## src/rtl/bcd_conv_sched_pkg.sv

```systemverilog
// bcd_sched_pkg: FSM encoding, digit constants and id-width helper shared by bcd_conv_sched
package bcd_sched_pkg;
    typedef enum logic [1:0] {S_IDLE, S_CONV, S_DONE} state_t;
    localparam int DIGIT_W = 4;
    localparam logic [DIGIT_W-1:0] ADJ_THRESH = 4'd4;
    localparam logic [DIGIT_W-1:0] ADJ_ADD = 4'd3;
    function automatic int id_w(input int n);
        return n > 1 ? $clog2(n) : 1;
    endfunction
endpackage

```

## src/rtl/bcd_conv_sched_if.sv

```systemverilog
// bcd_conv_sched_if: requester handshake and tagged BCD result bus
interface bcd_conv_sched_if
    import bcd_sched_pkg::*;
#(
    parameter int N_REQ  = 3,
    parameter int DATA_W = 20,
    parameter int DIGITS = 6
);
    localparam int ID_W = id_w(N_REQ);
    logic [N_REQ-1:0]        req;
    logic [N_REQ*DATA_W-1:0] req_data;
    logic [N_REQ-1:0]        ack;
    logic                    busy;
    logic [DIGIT_W*DIGITS-1:0] bcd_out;
    logic [ID_W-1:0]         done_id;
    logic                    done_valid;
    logic                    ovf;
    modport master (output req, req_data, input ack, busy, bcd_out, done_id, done_valid, ovf);
    modport slave  (input req, req_data, output ack, busy, bcd_out, done_id, done_valid, ovf);
endinterface

```

## src/rtl/bcd_conv_sched_dd_core.sv

```systemverilog
// bcd_dd_core: serial shift-add-3 engine, one adjust and one shift cycle per bit; BCD_SAT_EN adds sticky overflow
module bcd_dd_core
    import bcd_sched_pkg::*;
#(
    parameter int DATA_W = 20,
    parameter int DIGITS = 6
) (
    input  logic                      sys_clk,
    input  logic                      sys_rst_n,
    input  logic                      start,
    input  logic [DATA_W-1:0]         operand,
    output logic                      idle,
    output logic                      done,
    output logic [DIGIT_W*DIGITS-1:0] bcd
`ifdef BCD_SAT_EN
    ,
    output logic                      ovf
`endif
);
    localparam int BCD_W = DIGIT_W * DIGITS;
    localparam int SR_W  = BCD_W + DATA_W;
    localparam int CNT_W = $clog2(DATA_W + 1);
    state_t           state;
    logic [SR_W-1:0]  sr, adj;
    logic [CNT_W-1:0] cnt;
    logic             shift_ph;
    assign adj[DATA_W-1:0] = sr[DATA_W-1:0];
    for (genvar g = 0; g < DIGITS; g++) begin : g_adj
        logic [DIGIT_W-1:0] d;
        assign d = sr[DATA_W+DIGIT_W*g +: DIGIT_W];
        assign adj[DATA_W+DIGIT_W*g +: DIGIT_W] = d > ADJ_THRESH ? d + ADJ_ADD : d;
    end
    assign idle = state == S_IDLE;
    assign done = state == S_DONE;
    assign bcd  = sr[SR_W-1 -: BCD_W];
    always_ff @(posedge sys_clk or negedge sys_rst_n) begin
        if (!sys_rst_n) begin
            state    <= S_IDLE;
            sr       <= '0;
            cnt      <= '0;
            shift_ph <= 1'b0;
`ifdef BCD_SAT_EN
            ovf      <= 1'b0;
`endif
        end else if (state == S_IDLE) begin
            if (start) begin
                state    <= S_CONV;
                sr       <= {{BCD_W{1'b0}}, operand};
                cnt      <= '0;
                shift_ph <= 1'b0;
`ifdef BCD_SAT_EN
                ovf      <= 1'b0;
`endif
            end
        end else if (state == S_CONV) begin
            shift_ph <= ~shift_ph;
            if (!shift_ph) begin
                sr <= adj;
            end else begin
                sr  <= sr << 1;
                cnt <= cnt + 1'b1;
`ifdef BCD_SAT_EN
                ovf <= ovf | sr[SR_W-1];
`endif
                if (cnt == CNT_W'(DATA_W - 1)) state <= S_DONE;
            end
        end else begin
            state <= S_IDLE;
        end
    end
endmodule

```

## src/rtl/bcd_conv_sched.sv

```systemverilog
// bcd_conv_sched: round-robin shared binary-to-BCD converter; BCD_SAT_EN saturates overflowing operands to all nines
module bcd_conv_sched
    import bcd_sched_pkg::*;
#(
    parameter int N_REQ  = 3,
    parameter int DATA_W = 20,
    parameter int DIGITS = 6
) (
    input  logic          sys_clk,
    input  logic          sys_rst_n,
    bcd_conv_sched_if.slave bus
);
    localparam int ID_W  = id_w(N_REQ);
    localparam int BCD_W = DIGIT_W * DIGITS;
    logic [ID_W-1:0]   ptr, win, idx, cap_id;
    logic [DATA_W-1:0] operand;
    logic [BCD_W-1:0]  core_bcd;
    logic              start, core_idle, core_done;
`ifdef BCD_SAT_EN
    logic              core_ovf;
`endif
    // descending scan so the lowest offset from ptr is written last and wins
    always_comb begin
        win = ptr;
        idx = '0;
        for (int i = N_REQ - 1; i >= 0; i--) begin
            idx = ID_W'((int'(ptr) + i) % N_REQ);
            if (bus.req[idx]) win = idx;
        end
    end
    always_comb begin
        operand = '0;
        for (int i = 0; i < N_REQ; i++)
            if (win == ID_W'(i)) operand = bus.req_data[i*DATA_W +: DATA_W];
    end
    assign start = core_idle & |bus.req;
    bcd_dd_core #(.DATA_W(DATA_W), .DIGITS(DIGITS)) u_core (
        .sys_clk   (sys_clk),
        .sys_rst_n (sys_rst_n),
        .start     (start),
        .operand   (operand),
        .idle      (core_idle),
        .done      (core_done),
        .bcd       (core_bcd)
`ifdef BCD_SAT_EN
        ,
        .ovf       (core_ovf)
`endif
    );
`ifndef BCD_SAT_EN
    assign bus.ovf = 1'b0;
`endif
    always_ff @(posedge sys_clk or negedge sys_rst_n) begin
        if (!sys_rst_n) begin
            ptr            <= '0;
            cap_id         <= '0;
            bus.ack        <= '0;
            bus.busy       <= 1'b0;
            bus.bcd_out    <= '0;
            bus.done_id    <= '0;
            bus.done_valid <= 1'b0;
`ifdef BCD_SAT_EN
            bus.ovf        <= 1'b0;
`endif
        end else begin
            bus.ack        <= start ? N_REQ'(1) << win : '0;
            bus.done_valid <= core_done;
            bus.busy       <= start | (bus.busy & ~bus.done_valid);
            if (start) begin
                ptr    <= win == ID_W'(N_REQ - 1) ? '0 : win + 1'b1;
                cap_id <= win;
            end
            if (core_done) begin
                bus.done_id <= cap_id;
`ifdef BCD_SAT_EN
                bus.bcd_out <= core_ovf ? {DIGITS{4'h9}} : core_bcd;
                bus.ovf     <= core_ovf;
`else
                bus.bcd_out <= core_bcd;
`endif
            end
        end
    end
endmodule
```

## src/flat_wrapper.sv

```systemverilog
// flat-port wrapper written by rule: the top's interface ports become plain ports
module bcd_conv_sched_flat import bcd_sched_pkg::*;
#(
    parameter int N_REQ  = 3,
    parameter int DATA_W = 20,
    parameter int DIGITS = 6
)
  (sys_clk, sys_rst_n, bus_req, bus_req_data, bus_ack, bus_busy, bus_bcd_out, bus_done_id, bus_done_valid, bus_ovf);
  bcd_conv_sched_if #(.N_REQ(N_REQ), .DATA_W(DATA_W), .DIGITS(DIGITS)) bus_i ();
  input  logic sys_clk;
  input  logic sys_rst_n;
  input wire logic [$bits(bus_i.req)-1:0] bus_req;
  input wire logic [$bits(bus_i.req_data)-1:0] bus_req_data;
  output wire logic [$bits(bus_i.ack)-1:0] bus_ack;
  output wire logic [$bits(bus_i.busy)-1:0] bus_busy;
  output wire logic [$bits(bus_i.bcd_out)-1:0] bus_bcd_out;
  output wire logic [$bits(bus_i.done_id)-1:0] bus_done_id;
  output wire logic [$bits(bus_i.done_valid)-1:0] bus_done_valid;
  output wire logic [$bits(bus_i.ovf)-1:0] bus_ovf;
  assign bus_i.req = bus_req;
  assign bus_i.req_data = bus_req_data;
  assign bus_ack = bus_i.ack;
  assign bus_busy = bus_i.busy;
  assign bus_bcd_out = bus_i.bcd_out;
  assign bus_done_id = bus_i.done_id;
  assign bus_done_valid = bus_i.done_valid;
  assign bus_ovf = bus_i.ovf;
  bcd_conv_sched #(.N_REQ(N_REQ), .DATA_W(DATA_W), .DIGITS(DIGITS)) u_core (.sys_clk(sys_clk), .sys_rst_n(sys_rst_n), .bus(bus_i));
endmodule
```

## config.mk

```make
export PLATFORM = sky130hd
export DESIGN_NAME = bcd_conv_sched_flat
export DESIGN_NICKNAME = d
export VERILOG_FILES = /design/src/rtl/bcd_conv_sched_pkg.sv /design/src/rtl/bcd_conv_sched_if.sv /design/src/rtl/bcd_conv_sched_dd_core.sv /design/src/rtl/bcd_conv_sched.sv /design/src/flat_wrapper.sv
export SDC_FILE = /design/constraint.sdc
export NUM_CORES = 1
export LEC_CHECK = 0
export CORE_MARGIN = 4
export CORE_UTILIZATION = 45
export CTS_BUF_LIST = sky130_fd_sc_hd__clkbuf_8
export CTS_CLUSTER_DIAMETER = 80
export CTS_CLUSTER_SIZE = 12
export DETAILED_ROUTE_END_ITERATION = 10
export DONT_BUFFER_PORTS = 1
export PLACE_DENSITY = 0.68
export SYNTH_ARGS = -nofsm -noshare
export SYNTH_HDL_FRONTEND = slang
export SYNTH_SLANG_ARGS = --single-unit
```

## constraint.sdc

```tcl
create_clock -name sys_clk -period 2.29 [get_ports sys_clk]
set_input_delay 0.3435 -clock sys_clk [delete_from_list [all_inputs] [get_ports sys_clk]]
set_output_delay 0.3435 -clock sys_clk [all_outputs]
set_load 0.01 [all_outputs]
```

==> metrics.txt, run 1 <==
status=complete, but fails checks; failing checks=hold timing; global-route track usage on met3=under 10%; r2r worst-path depth=9; Worst VDD drop=approximately 1000 µV; GP Congestion=just over 0.9; first-pass GRT wire length=~23000 µm; DR WL/cell=around 17 µm; Synth top area share=~40%; final setup margin=0.0943 ns; Tot GR Track Use=about a fifth; Finished Layout Cells=between 800 and 900; DP Wirelength=9520 µm; worst path arrival time=around 2.5 ns; R2R Setup Slk=0.09 ns; final instance area=between 5000 and 6000 µm²; Chip Width=about 120 µm; Min Hold Slack=-0.331 ns; vias=roughly 4800; RR Startpoint=u_core.ptr[0]; PortBufs=0; met1 global-route usage=between 20% and 30%; PD cells=approximately 1400 nW/µm²; Max Cap Violations=0; FMAX=455 MHz; combinational power share=just under 60%; register share of total power=28.8%; Main synth FF type=dfrtp_1; WP buf/inv=3; Ports=between 90 and 100; DRT Wirelength=around 14000 µm; footprint of the multi-input gates=~3000 µm²; Pint=4.55 mW; layout cell share with drive strength beyond 1=about 14%; Synth area leaders=dfrtp_1 40%, nand2_1 8.2%, o21ai_0 7.0%; DRC=0; #FFs+latches synth=just under 90; crit path kind=reg2reg; Clock transition at path regs=~0.090 ns; startpoint types=flop; Die H=approximately 120 µm; EDFF count, synth=0; starting density of the core=between 40% and 50%; Syn Area/Cell=between 8 and 9 µm²; drt pass-1 iters=5; cell taking the most area after synthesis=dfrtp_1; DRT iter0 DRCs=approximately 320; Placement Cell Area=5590 µm²; M2 GR Usage=a little under a third; GRT Max-Usage Layer=met2; DP Worst Slack=-0.181 ns; Root Driver=clkbuf_8; # rows=39; Final min period=around 2.2 ns; fillers=around 1100; Synth Instances=approximately 670; largest net degree at the start of global routing=between 80 and 90; initial antenna violation count=0; Hold Crit Class=in2async; die area=between 10000 and 15000 µm²; Fin. Hold Viols=87; Worst-Margin Slew=roughly 0.74 ns; sequential area share after synthesis=between 40% and 50%; unrepaired setup endpoints after global routing=yes; Mapped Area=approximately 5400 µm²; Net Count, Synth=roughly 750; worst r2r dst=u_core.u_core.sr[8]; core area=approximately 12000 µm²; final setup violation count=0; Rel. slew slack=between 40% and 50%; crit-path cells=inv_1 -> ha_4 -> a21bo_4 -> buf_4 -> a31oi_2 -> o41a_1 -> buf_6 -> o21ai_0 -> a31oi_1; Overflow after GRT=0; delay-heaviest family, CP=compound AO/OA/AOI/OAI gates; Cell variety after synth=56; Final Net Count=between 700 and 800; CTS tree=built; final worst path period share=95.9%; max-slew violation count=0; CTS Buf Count=9; Worst Path Required=around 2.6 ns; Synth warnings=0; most frequent cells in the layout=116 x nand2_1, 87 x dfrtp_1, 69 x o21ai_0, 63 x nor2_1, 40 x a21oi_1; Cell Count Post-Placement=797; number of diodes=0; CP max stage cell=dfrtp_1; Area Growth Syn to Fin=11.0%; clock power share=between 10% and 20%; switch share=between 40% and 50%; Post-synth ARST share=100%; Switch Pwr=3.91 mW; Via density=between 5 and 6; Clk Latency, worst-skew pair=roughly 0.36 ns; number of global-route vias before repair=4805; Setup Skew=around 0.015 ns; Max stage delay on crit path=around 0.39 ns; CP Max Fanout=19; clock tree buffer depth=2; P_leak=2.65 nW; CTS H-tree lvls=3; Detail Route Antenna Nets=0; clk sinks=87; critical path capture point type=flop; Core Util, Final=~52%; commonest non-fill, non-tap cell in the layout=nand2_1; FF/Latch Area=2180 µm²
[synthesized netlist by cell type (4+ instances only)]
| cell type | number |
|---|---|
| nand2_1 | 117 |
| dfrtp_1 | 87 |
| o21ai_0 | 75 |
| nor2_1 | 64 |
| a21oi_1 | 42 |
| nand3_1 | 27 |
| buf_2 | 24 |
| o31ai_1 | 24 |
| a31oi_1 | 23 |
| inv_1 | 23 |
| a22oi_1 | 22 |
| clkbuf_1 | 20 |
| ha_1 | 16 |
| o21ai_1 | 13 |
| mux2_2 | 11 |
| nor2b_1 | 10 |
| nor3_1 | 8 |
| nand2b_1 | 5 |
| buf_4 | 4 |
| o21bai_1 | 4 |
| o22ai_1 | 4 |
[worst max-delay path by stage]
stage	endpoint	cells past startpoint	from	slack, ns
after global placement	u_core.u_core.sr[3]	9	u_core.ptr[0]	-0.12
after global routing	u_core.u_core.sr[8]	10	u_core.ptr[1]	-0.03
after CTS	u_core.u_core.sr[2]	11	u_core.ptr[1]	0.02
after floorplan	u_core.u_core.sr[14]	10	u_core.ptr[0]	0.20
after detailed placement	u_core.u_core.sr[3]	9	u_core.ptr[0]	-0.18
final	u_core.u_core.sr[8]	9	u_core.ptr[0]	0.09
[metrics by stage]
step           setup TNS (ns)  total power, mW
2_1_floorplan               0             5.79
3_3_place_gp            -1.23             6.79
3_5_place_dp            -2.95             6.96
4_1_cts                     0             8.19
5_1_grt               -0.0411             9.25
6_report                    0             8.45
[power groups by stage]
stage	Combinational, mW	Clock [mW]	Sequential [mW]
after floorplan	3.46	0	2.33
after global placement	4.37	0	2.42
after detailed placement	4.51	0	2.45
after CTS	4.65	1.12	2.43
after global routing	5.54	1.20	2.50
final	4.94	1.08	2.43
[layer usage]
metal	up-vias	share of wire (%)
met5	-	0
met2	163	47
met1	2275	43
li1	2372	-
met3	22	8.2
met4	0	2.1
[sequential cells by signal (all words and copies together) (netlist names)]
| signal | count |
|---|---|
| u_core.u_core.sr | 44 |
| u_core.bus.bcd_out | 24 |
| u_core.u_core.cnt | 5 |
| u_core.bus.ack | 3 |
| u_core.bus.done_id | 2 |
| u_core.cap_id | 2 |
| u_core.ptr | 2 |
| u_core.u_core.state | 2 |
| u_core.bus.busy | 1 |
| u_core.bus.done_valid | 1 |
| u_core.u_core.shift_ph | 1 |
[kinds of logic (layout without fill, tap and decap cells)]
family          after synthesis  after routing  synth area share (%)
compound gates              230            231                  26.6
xor+xnor                      4              4                 0.650
fa+ha+maj                    16             16                  3.72
buf+inv                      73             74                  6.08
flops                        87             87                  40.4
mux                          12             12                  2.48
other cells                   1              1                0.0696
simple gates                249            249                  19.9
[worst register-to-register path: stages (launching register included)]
cell and delay, ns:
dfrtp_1 0.39, inv_1 0.13, ha_4 0.24, a21bo_4 0.21, buf_4 0.14, a31oi_2 0.23
o41a_1 0.28, buf_6 0.19, o21ai_0 0.13, a31oi_1 0.19
[cell type report]
class	count	area share, %
inverter	23	1.44
clock buffer	10	2.30
tap	143	2.99
clock inverter	6	1.00
timing repair buffer	35	4.94
sequential	87	36.4
multi-input combinational	513	50.9
[timing repair]
| action | 4_1_cts | 5_1_grt |
|---|---|---|
| endpoints found under the hold margin | 87 | 87 |
| endpoints found under the setup margin | 21 | 21 |
| resized for setup | 7 | 30 |
| setup buffers | 2 | 0 |
| gates cloned | 0 | 2 |
| pin swaps | 2 | 3 |
Power figures use the tool's default switching activity.
==> run 2, diff against run 1 <==
--- a/config.mk
+++ b/config.mk
@@ -12,7 +12,7 @@
 export CTS_CLUSTER_SIZE = 12
 export DETAILED_ROUTE_END_ITERATION = 10
 export DONT_BUFFER_PORTS = 1
-export PLACE_DENSITY = 0.68
+export PLACE_DENSITY_LB_ADDON = 0.1
 export SYNTH_ARGS = -nofsm -noshare
 export SYNTH_HDL_FRONTEND = slang
 export SYNTH_SLANG_ARGS = --single-unit
==> metrics.txt, run 2 (synthesis results as in run 1) <==
number of global-route vias before repair=4752 (-1.1%); DR WL/cell=17.1 µm (+1.9%); Clk Latency, worst-skew pair=0.36 ns (about the same); Rel. slew slack=60.3% (+10 points); Chip Width=117 µm (unchanged); CTS tree=built; largest net degree at the start of global routing=88 (unchanged); Max stage delay on crit path=0.45 ns (+0.06 ns); first-pass GRT wire length=23100 µm (+0.54%); Top Registers=u_core.u_core.sr (44), u_core.bus.bcd_out (24), u_core.u_core.cnt (5); DRT iter0 DRCs=232 (-27%); clk sinks=87 (unchanged); PortBufs=0 (unchanged); Overflow after GRT=0 (unchanged); layout cell share with drive strength beyond 1=12.9% (-0.91 points); max reg flops=44 (unchanged); Min Hold Slack=-0.330 ns (+0.00134 ns); worst path arrival time=2.53 ns (+0.06 ns); worst r2r dst=u_core.u_core.sr[0]; die area=13800 µm² (unchanged); Tot GR Track Use=19.8% (+0.12 points); fillers=1090 (+2.2%); Worst Path Required=2.56 ns (about the same); R2R Setup Slk=0.04 ns (-0.06 ns); setup_tns=0 ns (unchanged); Finished Layout Cells=818 (+0.12%); crit-path cells=ha_4 -> nand2b_4 -> a21oi_2 -> a311oi_2 -> buf_4 -> o41ai_4 -> buf_6 -> clkbuf_16 -> a41oi_1 -> o31ai_1; PD cells=1470 nW/µm² (+4.0%); DP Worst Slack=-0.00266 ns (+0.178 ns); FMAX=444 MHz (-2.6%); Max Cap Violations=0 (unchanged); Cell Count Post-Placement=796 (-0.13%); Worst VDD drop=959 µV (-8.4%); RR Startpoint=u_core.ptr[1]; final worst path period share=98.4% (+2.5 points); final setup margin=0.0363 ns (-0.0579 ns); Clock transition at path regs=0.09 ns (about the same); Placement Cell Area=5670 µm² (+1.4%); Setup Skew=0.0104 ns (-0.00479 ns); Hold Crit Class=in2async; # rows=39 (unchanged); P_leak=2.70 nW (+1.6%); switch share=43.6% (-2.6 points); CTS H-tree lvls=3 (unchanged); starting density of the core=46.6% (unchanged); critical path capture point type=flop; Area Growth Syn to Fin=12.6%; Worst-Margin Slew=0.586 ns (-0.156 ns); DRC=0 (unchanged); combinational power share=58.1% (-0.4 points); commonest non-fill, non-tap cell in the layout=nand2_1; Pint=5.03 mW (+11%); Root Driver=clkbuf_8; drt pass-1 iters=5 (unchanged); GP Congestion=0.829 (-8.9%); DP Wirelength=9680 µm (+1.7%); Largest Register=u_core.u_core.sr; crit path kind=reg2reg; final instance area=6070 µm² (+1.5%); core area=11600 µm² (unchanged); clock power share=14.6% (+1.8 points); CP startpoint=u_core.ptr[1]; Detail Route Antenna Nets=0 (unchanged); unrepaired setup endpoints after global routing=yes; Core Util, Final=52.5% (+0.77 points); most frequent cells in the layout=117 x nand2_1, 86 x dfrtp_1, 73 x o21ai_0, 63 x nor2_1, 41 x a21oi_1; Final min period=2.25 ns (+0.0579 ns); Final Net Count=751 (+0.13%); Die H=117 µm (unchanged); r2r worst-path depth=10 (+1); final setup violation count=0 (unchanged); clock tree buffer depth=2 (unchanged); CTS Buf Count=9 (unchanged); status=complete, but fails checks; FF/Latch Area=2180 µm² (about the same); Fin. Hold Viols=87 (unchanged); initial antenna violation count=0 (unchanged); footprint of the multi-input gates=2960 µm² (-2.7%); register share of total power=27.3% (-1.5 points); failing checks=hold timing; vias=4800 (-0.66%); DRT Wirelength=14000 µm (+2.0%); number of diodes=0 (unchanged); Ports=97 (unchanged); CP max stage cell=dfrtp_2; Switch Pwr=3.89 mW (-0.44%); CP Max Fanout=10 (-9); max-slew violation count=0 (unchanged); Via density=5.87 (-0.78%); startpoint types=flop
==> run 2: changes by cell type in the layout (fill, tap and decap cells not counted), moves of 3 or more <==
| cell | previous run | this run |
|---|---|---|
| buf_12 | 1 | 8 |
| o31ai_1 | 16 | 22 |
| o31ai_2 | 9 | 3 |
| o21ai_0 | 69 | 73 |
| buf_6 | 4 | 1 |
| o21ai_1 | 17 | 14 |
==> run 2: layout make-up <==
class / instances / share of cell area, %
sequential: 87 / 35.9
inverter: 23 / 1.42
clock buffer: 10 / 2.27
multi-input combinational: 512 / 48.8
tap: 143 / 2.95
timing repair buffer: 37 / 6.87
clock inverter: 6 / 1.77
==> run 2: critical path, delay by kind of cell, from the launching register on <==
family	cells	cell delay [ns]
AOI/OAI and AO/OA	5	0.76
DFF	1	0.45
adders and majority gates	1	0.29
and+or+nand+nor	1	0.15
buffers and inverters	3	0.50
==> run 2: power by group through the flow <==
| stage | sequential (mW) | combinational, mW | clock (mW) |
|---|---|---|---|
| after detailed placement | 2.46 | 4.74 | 0 |
| after floorplan | 2.33 | 3.46 | 0 |
| after global routing | 2.51 | 5.82 | 1.40 |
| after CTS | 2.43 | 4.77 | 1.34 |
| after global placement | 2.43 | 4.62 | 0 |
| final | 2.44 | 5.18 | 1.30 |
==> run 2: timing repair <==
item                                    in CTS  in global routing
pin swaps                                    1                 19
endpoints found under the setup margin       6                 24
resized for setup                            2                 16
endpoints found under the hold margin       87                 87
setup buffers                                0                  4
gates cloned                                 0                  2
==> run 2: layer usage <==
metal  global-route usage, %  vias up  share of wire, %
met1                    24.9     2282                44
met4                    6.38        0               1.5
li1                        -     2369                 -
met3                    5.77       15               6.5
met2                    32.7      134                48
met5                       0        -                 0
==> run 2: worst max path at each step <==
| stage | to | slack, ns | cells past startpoint |
|---|---|---|---|
| 2_1_floorplan | u_core.u_core.sr[14] | 0.20 | 10 |
| 3_3_place_gp | u_core.u_core.sr[1] | 0.06 | 9 |
| 3_5_place_dp | u_core.u_core.sr[9] | -0.003 | 8 |
| 4_1_cts | u_core.u_core.sr[9] | 0.03 | 9 |
| 5_1_grt | u_core.u_core.sr[6] | -0.05 | 11 |
| 6_report | u_core.u_core.sr[0] | 0.04 | 10 |
==> run 2: metrics by stage <==
step | total power [mW] | hold slack [ns]
after global routing | 9.73 | -0.365
after CTS | 8.54 | -0.358
final | 8.92 | -0.330
after global placement | 7.05 | 0.0505
after detailed placement | 7.19 | 0.0505
after floorplan | 5.79 | 0.0479
